## src/rtl/random_pwm.sv

```systemverilog
// random_pwm: multi-channel pseudo-random LED colour generator.
// Each channel has its own Fibonacci LFSR that supplies a random duty target.
// A shared PWM counter turns each channel's duty into a registered PWM output.
//
// Ports:
//   CLK           - system clock, rising edge
//   RSTN          - synchronous reset, active low
//   enable        - run; low freezes all state and forces pwm_out low
//   mode          - 00 jump, 01 fade, 10 freeze, 11 lamp test
//   seed_load     - reload every LFSR from seed_in (channel i gets seed_in + i)
//   seed_in       - runtime seed
//   pwm_out       - registered PWM, bit i for channel i
//   period_strobe - high during the last cycle of each PWM period
//   update_strobe - high on the period_strobe cycle that reloads the targets
module random_pwm #(
  parameter int unsigned CHANNELS     = 3,
  parameter int unsigned LFSR_WIDTH   = 16,
  parameter int unsigned PWM_BITS     = 8,
  parameter int unsigned HOLD_PERIODS = 256,
  parameter logic [31:0] SEED         = 32'h0000_ACE1
) (
  input  logic                  CLK,
  input  logic                  RSTN,
  input  logic                  enable,
  input  logic [1:0]            mode,
  input  logic                  seed_load,
  input  logic [LFSR_WIDTH-1:0] seed_in,
  output logic [CHANNELS-1:0]   pwm_out,
  output logic                  period_strobe,
  output logic                  update_strobe
);

  typedef enum logic [1:0] {ModeJump, ModeFade, ModeFreeze, ModeLamp} mode_e;

  if (!(LFSR_WIDTH inside {32'd8, 32'd16, 32'd24, 32'd32})) begin : gen_bad_width
    $error("random_pwm: LFSR_WIDTH must be 8, 16, 24 or 32");
  end

  // Feedback tap positions as a bit mask (bit k-1 set for 1-based tap k).
  function automatic logic [LFSR_WIDTH-1:0] tap_mask();
    logic [31:0] m;
    case (LFSR_WIDTH)
      8:       m = 32'h0000_00B8;
      16:      m = 32'h0000_B400;
      24:      m = 32'h00E1_0000;
      32:      m = 32'h8020_0003;
      default: m = 32'h0000_0000;
    endcase
    return m[LFSR_WIDTH-1:0];
  endfunction

  localparam logic [LFSR_WIDTH-1:0] TapMask  = tap_mask();
  localparam logic [LFSR_WIDTH-1:0] SeedInit = SEED[LFSR_WIDTH-1:0];
  localparam logic [15:0]           HoldLast = 16'(HOLD_PERIODS - 1);

  // Per-channel seed; zero would lock the LFSR, so it is replaced by 1.
  function automatic logic [LFSR_WIDTH-1:0] chan_seed(input logic [LFSR_WIDTH-1:0] s,
                                                      input int unsigned ch);
    logic [LFSR_WIDTH-1:0] v;
    v = s + LFSR_WIDTH'(ch);
    return (v == '0) ? LFSR_WIDTH'(1) : v;
  endfunction

  logic [PWM_BITS-1:0]                    cnt_q, cnt_d;
  logic [15:0]                            hold_q, hold_d;
  logic [CHANNELS-1:0][LFSR_WIDTH-1:0]    lfsr_q, lfsr_d;
  logic [CHANNELS-1:0][PWM_BITS-1:0]      duty_q, duty_d;
  logic [CHANNELS-1:0][PWM_BITS-1:0]      target_q, target_d;
  logic [CHANNELS-1:0]                    pwm_q, pwm_d;
  mode_e                                  mode_s;

  assign mode_s  = mode_e'(mode);
  assign pwm_out = pwm_q;

  // Strobes are combinational; gating with RSTN keeps them quiet during reset.
  always_comb begin
    period_strobe = RSTN & enable & (cnt_q == '1);
    update_strobe = period_strobe & (hold_q == HoldLast);
  end

  always_comb begin
    cnt_d    = cnt_q;
    hold_d   = hold_q;
    lfsr_d   = lfsr_q;
    duty_d   = duty_q;
    target_d = target_q;
    pwm_d    = '0;

    if (enable) begin
      cnt_d = cnt_q + PWM_BITS'(1);
      if (period_strobe) begin
        hold_d = update_strobe ? 16'd0 : hold_q + 16'd1;
      end
      if (mode_s == ModeLamp) begin
        pwm_d = '1;
      end else begin
        for (int unsigned i = 0; i < CHANNELS; i++) begin
          pwm_d[i] = (cnt_q < duty_q[i]);
        end
      end
    end

    for (int unsigned i = 0; i < CHANNELS; i++) begin
      // Duty only moves on period boundaries so each period is glitch-free.
      if (period_strobe) begin
        case (mode_s)
          ModeJump: begin
            if (update_strobe) begin
              target_d[i] = lfsr_q[i][PWM_BITS-1:0];
              duty_d[i]   = lfsr_q[i][PWM_BITS-1:0];
            end
          end
          ModeFade: begin
            if (duty_q[i] < target_q[i]) begin
              duty_d[i] = duty_q[i] + PWM_BITS'(1);
            end else if (duty_q[i] > target_q[i]) begin
              duty_d[i] = duty_q[i] - PWM_BITS'(1);
            end
            if (update_strobe) begin
              target_d[i] = lfsr_q[i][PWM_BITS-1:0];
            end
          end
          default: ;
        endcase
      end

      // seed_load wins over stepping and works while disabled.
      if (seed_load) begin
        lfsr_d[i] = chan_seed(seed_in, i);
      end else if (enable) begin
        lfsr_d[i] = {lfsr_q[i][LFSR_WIDTH-2:0], ^(lfsr_q[i] & TapMask)};
      end
    end
  end

  always_ff @(posedge CLK) begin
    if (!RSTN) begin
      cnt_q    <= '0;
      hold_q   <= '0;
      duty_q   <= '0;
      target_q <= '0;
      pwm_q    <= '0;
      for (int unsigned i = 0; i < CHANNELS; i++) begin
        lfsr_q[i] <= chan_seed(SeedInit, i);
      end
    end else begin
      cnt_q    <= cnt_d;
      hold_q   <= hold_d;
      duty_q   <= duty_d;
      target_q <= target_d;
      pwm_q    <= pwm_d;
      lfsr_q   <= lfsr_d;
    end
  end

endmodule

```

## config.mk

```make
export PLATFORM = sky130hd
export DESIGN_NAME = random_pwm
export DESIGN_NICKNAME = d
export VERILOG_FILES = /design/src/rtl/random_pwm.sv
export SDC_FILE = /design/constraint.sdc
export NUM_CORES = 1
export LEC_CHECK = 0
export CAP_MARGIN = 20
export CORE_ASPECT_RATIO = 0.9
export CORE_MARGIN = 5
export CORE_UTILIZATION = 40
export DETAILED_ROUTE_END_ITERATION = 8
export GPL_ROUTABILITY_DRIVEN = 0
export HOLD_SLACK_MARGIN = 0.08
export PLACE_DENSITY_LB_ADDON = 0.15
export SKIP_CTS_REPAIR_TIMING = 1
export SYNTH_ARGS = -nofsm -noshare
export SYNTH_HDL_FRONTEND = slang
export SYNTH_SLANG_ARGS = --single-unit
```

## constraint.sdc

```tcl
create_clock -name CLK -period 3.8 [get_ports CLK]
set_input_delay 0.57 -clock CLK [delete_from_list [all_inputs] [get_ports CLK]]
set_output_delay 0.57 -clock CLK [all_outputs]
set_load 0.01 [all_outputs]
```

Word level (Yosys, flattened, before mapping)
Index checks and enable logic that the tools add are counted.
{"block": "op_classes", "n_addsub": 10, "magnitude_cmp": 9, "n_eq_ne": 8, "n_reduce_logical": 16, "bitwise_logic": 3, "n_mux": 23}
{"operator": "two-way mux 16 bit", "count": 10}
{"operator": "two-way mux 8 bit", "count": 9}
{"operator": "logical NOT 16 bit", "count": 3}
{"operator": "less-than comparator 8 bit", "count": 6}
{"operator": "one-hot mux 8 bit (2 select lines)", "count": 3}
{"operator": "parity 16 bit", "count": 3}
{"operator": "adder 16 x 1 -> 16 bit (second input constant)", "count": 2}
{"operator": "adder 8 x 1 -> 8 bit (second input constant)", "count": 4}
{"operator": "> comparator 8 bit", "count": 3}
{"operator": "subtractor 8 x 1 -> 8 bit (second input constant)", "count": 3}
{"operator": "adder 16 x 2 -> 16 bit (second input constant)", "count": 1}
{"operator": "== test 16 x 8 -> 1 bit (second input constant)", "count": 1}
{"operator": "AND reduction 4 bit", "count": 3}
{"operator": "!= test 3 bit (second input constant)", "count": 3}
{"operator": "== test 8 bit (second input constant)", "count": 1}
{"operator": "AND reduction 2 bit", "count": 2}
{"operator": "nonzero test 2 bit", "count": 2}
{"operator": "AND 1 bit", "count": 3}
{"operator": "two-way mux 3 bit", "count": 1}
{"operator": "AND reduction 3 bit", "count": 1}
{"operator": "== test 2 x 1 -> 1 bit (second input constant)", "count": 1}
{"operator": "== test 2 bit (second input constant)", "count": 1}
{"operator": "logical NOT 2 bit", "count": 1}
{"operator": "!= test 2 bit (second input constant)", "count": 1}
{"operator": "OR reduction 2 bit", "count": 1}
{"block": "word_totals", "in_bits": 22, "elab_cells": 81, "reg_bits": 123, "out_inout_bits": 5}

Logic depth before layout (Yosys ltp)
Gate-level depths: netlist of run 1.
{"block": "logic_depth", "word_depth": 5, "mapped_depth": 12, "depth_no_buf": 12}

Worst setup path after synthesis of run 1
No wires, ideal clock.
{"block": "synth_timing", "kind": "flip-flop to flip-flop", "startpoint": "reg target_q[23] (netlist name)", "endpoint": "reg duty_q[23] (netlist name)", "setup_time_ns": 0.122, "required_ns": 3.678, "arrival_time_ns": 3.179, "stages_incl_launch_ff": 13, "n_path_buf": 0, "period_less_slack_ns": 3.301, "slack_ns": 0.499, "path_cell_list": "dfxtp_1 -> inv_1 -> ha_1 -> and4_1 -> nand3_1 -> o221ai_1 -> ha_1 -> a21o_1 -> a41oi_1 -> nand3_1 -> and3_1 -> or2_2 -> a221o_1"}
{"block": "synth_via", "elab_chain_cells": 3, "word_cells_on_any_way": 6, "cone_classes": "2 x order compare; 1 x eq/ne; 2 x mux; 1 x reduce/logical"}
{"item": "start, declared", "line": "68", "rtl": "logic [CHANNELS-1:0][PWM_BITS-1:0] target_q, target_d;"}
{"item": "start signal, assigned", "line": "150", "rtl": "target_q <= target_d;"}
{"item": "less-than comparator 8 bit / > comparator 8 bit (equally long branches)", "line": "114, 116"}
{"item": "!= test 3 bit (no source line) / two-way mux 8 bit (equally long branches)"}
{"item": "AND reduction 4 bit (no source line) / one-hot mux 8 bit (2 select lines) (equally long branches)"}
{"item": "end signal, assigned", "line": "149", "rtl": "duty_q <= duty_d;"}
{"item": "end, declared", "line": "67", "rtl": "logic [CHANNELS-1:0][PWM_BITS-1:0] duty_q, duty_d;"}
Several ways; a longest one is shown, not always the timed one.
A chain may end at the register's enable or synchronous reset.

Worst setup path in the final report of run 1
{"block": "layout_timing", "startpoint": "reg target_q[6] (netlist name)", "endpoint": "reg duty_q[7] (netlist name)"}
The elaborated chain is that of the path after synthesis.

==> flow_metrics.env, run 1 <==
export IMPL_status="completed"
export IMPL_routed_wirelength_mm=20.8
export IMPL_grt_pass1_vias=6671
export IMPL_io_pins=27
export IMPL_reg2reg_depth=12
export IMPL_yosysSeqAreaShare=0.301
export IMPL_syn_to_final_growth_pct=13.8
export IMPL_drv_slew=0
export IMPL_cp_top_family="simple AND/OR/NAND/NOR gates"
export IMPL_core_rowCount=49
export IMPL_r2r_start="target_q[6]"
export IMPL_fillCellCount=2010
export IMPL_final_antenna_net_count=0
export IMPL_slew_headroom=0.302
export IMPL_worstPathCellList="inv_1 > ha_1 > nand4_1 > o21bai_1 > a221o_1 > ha_1 > a21o_1 > and4_1 > or3_1 > and3_1 > or2_2 > a221o_1"
export IMPL_die_h_um=146
export IMPL_grt_pass1_wl_mm=35.0
export IMPL_grt_max_degree=70
export IMPL_totalPowerFinal_mw=3.46
export IMPL_synth_cells=1020
export IMPL_final_cell_mix="138 x nand2_1, 123 x dfxtp_1, 80 x nor2_1"
export IMPL_hold_viol=0
export IMPL_core_area_um2=20000
export IMPL_h_tree_depth=4
export IMPL_drt_pre_antenna_iters=5
export IMPL_fin_crit_ns=3.42
export IMPL_hold_path_class="reg -> reg"
export IMPL_crit_slowest_cell="a221o_1"
export IMPL_cts_root_buf="clkbuf_16"
export IMPL_synth_nets=1117
export IMPL_ys_ff_latch=123
export IMPL_synth_edf_count=0
export IMPL_max_freq_mhz=292
export IMPL_drt_initial_drc_count=419
export IMPL_ctsLongestPathBuffers=2
export IMPL_pwr_density_cell_nw_per_um2=371
export IMPL_hold_depth=2
export IMPL_tightest_slew_ns=1.05
export IMPL_required_ns=4.10
export IMPL_synth_cell_type_count=58
export IMPL_post_dp_hpwl_mm=14.8
export IMPL_worst_path_largest_cell_delay_ns=0.43
export IMPL_min_delay_worst_endpoint="target_q[15]"
export IMPL_grt_ovfl_total=0
export IMPL_cts_tree="yes"
export IMPL_wire_per_inst_um=16.0
export IMPL_rsz0062_at_grt="no"
export IMPL_ff2ff_setup_slack_ns=0.38
export IMPL_yosysWarningCount=0
export IMPL_clkSinkCount=123
export IMPL_worstHoldStart="target_q[15]"
export IMPL_viasPerCell=5.38
export IMPL_timing_setup_tns_ns=0
export IMPL_syn_avg_cell_area_um2=8.03
export IMPL_synth_area_um2=8190
export IMPL_fp_dieW_um=161
export IMPL_synth_ff_type="dfxtp_1"
export IMPL_worstPathArrival_ns=3.72
export IMPL_vias=6971
export IMPL_antenna_found_initial=0
export IMPL_clk_pin_slew_ns=0.06
export IMPL_synthTopCellsByArea="dfxtp_1 30%, ha_1 11%, nand2_1 6.3%, mux2i_1 4.0%, a21oi_1 3.9%"
export IMPL_drc=0
export IMPL_peakVddDrop_mv=0.261
export IMPL_n_antenna_cell=0
export IMPL_clkLatencyLatePin_ns=0.42
export IMPL_setup_viol=0
export IMPL_layout_commonest_cell="nand2_1"
export IMPL_path_max_fanout=12
export IMPL_crit_path_end_kind="register"
export IMPL_cellLeakagePower_nw=3.62
export IMPL_fp_dieArea_um2=23400
export IMPL_portBuffers=26
export IMPL_fin_crit_sh=0.900
export IMPL_critPathBufInv=1
export IMPL_nets=1126
export IMPL_worst_clock_skew_ns=0.00909
export IMPL_synth_top_cell_by_area="dfxtp_1"
export IMPL_place_inst=1265
export IMPL_crit_type="reg -> reg"
export IMPL_initial_utilization=0.408
export IMPL_drive_above_1_share=0.0826
export IMPL_synth_top_area_share=0.301
export IMPL_final_cells=1296
export IMPL_cts_buffers=17
export IMPL_grt_usage=0.181
export IMPL_synth_async_reset_ratio=0
export IMPL_maxCapViolCount=0
export IMPL_startpoint_type="register"
export IMPL_timing_rr_end="duty_q[7]"
==> worst register-to-register path, cell delays in order (launching register included) <==
cell,delay (ns)
dfxtp_1,0.33
inv_1,0.04
ha_1,0.30
nand4_1,0.17
o21bai_1,0.19
a221o_1,0.43
ha_1,0.32
a21o_1,0.19
and4_1,0.21
or3_1,0.36
and3_1,0.19
or2_2,0.26
a221o_1,0.31
==> stage by stage <==
| step | cell area (µm²) | hold slack, ns | setup slack [ns] | utilization |
|---|---|---|---|---|
| after floorplan | 8190 | 0.432 | 0.499 | - |
| after global placement | 8690 | 0.442 | 0.464 | 0.434 |
| after detailed placement | 8690 | 0.446 | 0.419 | 0.434 |
| after CTS | 9320 | 0.452 | 0.376 | 0.465 |
| after global routing | 9320 | 0.466 | 0.226 | 0.465 |
| final | 9320 | 0.450 | 0.381 | 0.465 |
==> metal layers <==
| layer | track usage | routed length (µm) | vias to the layer above |
|---|---|---|---|
| met5 | 0 | 0 | - |
| met4 | 0.0435 | 239 | 0 |
| met3 | 0.0346 | 696 | 16 |
| met2 | 0.282 | 9100 | 116 |
| met1 | 0.259 | 10700 | 3229 |
| li1 | - | - | 3610 |
==> cell usage after synthesis (3+ instances only) <==
master,instances
nor4_1,8
fa_1,3
nand4_1,16
a21oi_1,64
or3_1,10
and2_1,5
nor3_1,20
xnor2_1,33
buf_1,18
clkbuf_1,37
nor2_1,80
dfxtp_1,123
a31oi_1,9
o21bai_1,7
ha_1,72
nand3_1,32
nand2_1,138
o211ai_1,13
o221ai_1,4
o31ai_1,3
or2_2,3
and4_1,5
inv_1,62
nor2b_1,16
and3_1,6
xor2_1,36
a211o_1,4
a211oi_1,36
mux2i_1,33
a311oi_1,8
o21ai_0,37
nand2b_1,8
buf_2,4
a221o_1,3
mux2_2,16
a21o_1,20
==> final cells by class <==
type	count	area, µm²	share of cell area
Tap cell	255	319	0.0343
Clock inverter	14	195	0.0210
Multi-Input combinational cell	774	5250	0.563
Timing Repair Buffer	51	433	0.0465
Sequential cell	123	2460	0.264
Clock buffer	17	425	0.0457
Inverter	62	233	0.0250
==> where the power goes <==
part,internal [mW],switching [mW],total [mW]
clock,1.10,0.637,1.73
sequential,1.33,0.0437,1.38
combinational,0.152,0.194,0.346
total,2.58,0.875,3.46
==> worst max-delay path by stage <==
stage / slack (ns) / endpoint / cells after the start / start
after floorplan: 0.50 / duty_q[23] / 12 / target_q[23]
after global routing: 0.23 / duty_q[7] / 12 / target_q[5]
after CTS: 0.38 / update_strobe / 5 / cnt_q[1]
after detailed placement: 0.42 / duty_q[7] / 12 / target_q[6]
final: 0.38 / duty_q[7] / 12 / target_q[6]
after global placement: 0.46 / duty_q[7] / 12 / target_q[6]
==> flip-flops by register name, summed over array words and instances, names as in the netlist <==
signal and flops:
hold_q 16, cnt_q 8, pwm_out 3, duty_q 24, target_q 24, lfsr_q 48
==> cells by family after synthesis <==
group	count (synthesis)	share of synthesized area
DFF	123	0.301
AOI/OAI and AO/OA	222	0.181
adders and majority gates	75	0.117
xor gates and xnor gates	69	0.0738
and+or+nand+nor	359	0.207
muxes	49	0.0623
buffers and inverters	123	0.0584
No activity file was read; power rests on OpenSTA's default activity.
==> inputs of run 2 (changes only) <==
--- a/config.mk
+++ b/config.mk
@@ -8,11 +8,12 @@
 export CAP_MARGIN = 20
 export CORE_ASPECT_RATIO = 0.9
 export CORE_MARGIN = 5
-export CORE_UTILIZATION = 40
+export CORE_UTILIZATION = 50
 export DETAILED_ROUTE_END_ITERATION = 8
 export GPL_ROUTABILITY_DRIVEN = 0
 export HOLD_SLACK_MARGIN = 0.08
 export PLACE_DENSITY_LB_ADDON = 0.15
+export SETUP_SLACK_MARGIN = 0.5
 export SKIP_CTS_REPAIR_TIMING = 1
 export SYNTH_ARGS = -nofsm -noshare
 export SYNTH_HDL_FRONTEND = slang
==> run 2 against run 1 <==
  * Clock power down 2%
  * Highest routed layer unchanged
  * Sequential share of layout area down 0.25 points
  * Register-to-register slack better by 0.17 ns
  * Combinational power up 1%
  * Clock skew about the same
  * Non-clock buffer count up 8
  * Via count up 2.7%
  * Wire length down 2.7%
  * Cell area up 1.1%
  * Largest power group unchanged
  * Clock-buffer cell count unchanged
  * Power down 1.3%
  * Flip-flop and latch count unchanged
==> flow_metrics.env, run 2 (same netlist as run 1, synthesis figures left out) <==
export IMPL_fillCellCount=1463
export IMPL_grt_ovfl_total=0
export IMPL_core_rowCount=44
export IMPL_n_antenna_cell=0
export IMPL_crit_path_end_kind="register"
export IMPL_routed_wirelength_mm=20.2
export IMPL_drv_slew=0
export IMPL_h_tree_depth=4
export IMPL_required_ns=4.11
export IMPL_pwr_density_cell_nw_per_um2=362
export IMPL_top_register="lfsr_q"
export IMPL_vias=7157
export IMPL_peakVddDrop_mv=0.386
export IMPL_worst_slack_ns=0.555
export IMPL_rsz0062_at_grt="yes"
export IMPL_grt_usage=0.215
export IMPL_drt_pre_antenna_iters=4
export IMPL_tightest_slew_ns=0.888
export IMPL_setup_viol=0
export IMPL_crit_type="reg -> reg"
export IMPL_max_freq_mhz=308
export IMPL_timing_setup_tns_ns=0
export IMPL_grt_max_degree=70
export IMPL_r2r_start="target_q[5]"
export IMPL_status="completed"
export IMPL_slew_headroom=0.408
export IMPL_drt_initial_drc_count=585
export IMPL_final_cell_mix="137 x nand2_1, 119 x dfxtp_1, 80 x nor2_1"
export IMPL_fin_crit_sh=0.854
export IMPL_drc=0
export IMPL_hold_path_class="reg -> reg"
export IMPL_fp_dieArea_um2=19000
export IMPL_largest_reg_flops=48
export IMPL_drive_above_1_share=0.104
export IMPL_core_area_um2=16100
export IMPL_syn_to_final_growth_pct=15.1
export IMPL_worstPathArrival_ns=3.56
export IMPL_die_h_um=131
export IMPL_wire_per_inst_um=16.1
export IMPL_portBuffers=26
export IMPL_post_dp_hpwl_mm=14.1
export IMPL_path_max_fanout=5
export IMPL_layout_commonest_cell="nand2_1"
export IMPL_ctsLongestPathBuffers=2
export IMPL_top_regs="lfsr_q: 48 flops, duty_q: 24 flops, target_q: 24 flops"
export IMPL_clk_pin_slew_ns=0.06
export IMPL_power_switching_mw=0.882
export IMPL_clkSinkCount=123
export IMPL_cts_root_buf="clkbuf_16"
export IMPL_cts_tree="yes"
export IMPL_io_pins=27
export IMPL_maxCapViolCount=0
export IMPL_nets=1135
export IMPL_initial_utilization=0.508
export IMPL_fp_dieW_um=145
export IMPL_startpoint_type="register"
export IMPL_totalPowerFinal_mw=3.41
export IMPL_switching_share=0.258
export IMPL_clock_power_share=0.494
export IMPL_p_int_mw=2.53
export IMPL_clkLatencyLatePin_ns=0.43
export IMPL_hold_depth=2
export IMPL_pwr_share_seq=0.403
export IMPL_fin_crit_ns=3.24
export IMPL_reg2reg_depth=12
export IMPL_grt_pass1_vias=6634
export IMPL_pre_cts_slack_ns=0.437
export IMPL_antenna_found_initial=0
export IMPL_combPwrFrac=0.103
export IMPL_worst_clock_skew_ns=0.00892
export IMPL_cts_buffers=17
export IMPL_grt_pass1_wl_mm=33.4
export IMPL_timing_rr_end="duty_q[7]"
export IMPL_min_delay_worst_endpoint="target_q[4]"
export IMPL_viasPerCell=5.69
export IMPL_ff2ff_setup_slack_ns=0.56
export IMPL_cellLeakagePower_nw=3.67
export IMPL_final_antenna_net_count=0
export IMPL_hold_viol=0
export IMPL_worstHoldStart="target_q[4]"
-- run 2: power groups by stage --
stage / Clock, mW / Combinational [mW] / Sequential, mW
finish: 1.69 / 0.351 / 1.38
global route: 1.79 / 0.387 / 1.38
CTS: 1.72 / 0.350 / 1.38
detailed placement: 0 / 0.349 / 1.40
global placement: 0 / 0.348 / 1.40
floorplan: 0 / 0.249 / 1.39
-- run 2: worst max-delay path, stage by stage (launching register included) --
cell,delay (ns)
dfxtp_2,0.33
inv_1,0.04
ha_1,0.28
nand4_1,0.15
nor2_1,0.08
a221o_2,0.42
buf_4,0.16
ha_1,0.20
or3_1,0.38
or3_4,0.34
and3_1,0.18
or2_2,0.26
a221o_1,0.31
-- run 2: layout make-up --
type	instances	area, µm²	share of cell area
Multi-Input combinational cell	775	5340	0.567
Clock buffer	17	425	0.0452
Inverter	62	233	0.0247
Tap cell	207	259	0.0275
Sequential cell	123	2470	0.262
Clock inverter	15	188	0.0199
Timing Repair Buffer	59	510	0.0542
-- run 2: routing by layer --
metal  global-route usage  wire length, µm  up-vias
met2                0.322             8970      178
met5                    0                0        -
met3               0.0476              938       30
li1                     -                -     3637
met4               0.0710              457        0
met1                0.305             9840     3312
-- run 2: stage by stage --
| stage | cells | hold WS, ns | instance area [µm²] | util |
|---|---|---|---|---|
| finish | 1258 | 0.449 | 9420 | 0.584 |
| CTS | 1250 | 0.451 | 9280 | 0.575 |
| floorplan | 1020 | 0.432 | 8190 | - |
| detailed placement | 1218 | 0.444 | 8670 | 0.537 |
| global placement | 1218 | 0.439 | 8670 | 0.537 |
| global route | 1258 | 0.465 | 9420 | 0.584 |
-- run 2: worst max-delay path by stage --
stage,startpoint,cells after the start,end,slack [ns]
2_1_floorplan,target_q[6],12,duty_q[7],0.61
3_3_place_gp,target_q[6],12,duty_q[7],0.46
3_5_place_dp,target_q[6],12,duty_q[7],0.44
4_1_cts,duty_q[21],11,duty_q[23],0.41
5_1_grt,target_q[5],12,duty_q[7],0.43
6_report,target_q[5],12,duty_q[7],0.56
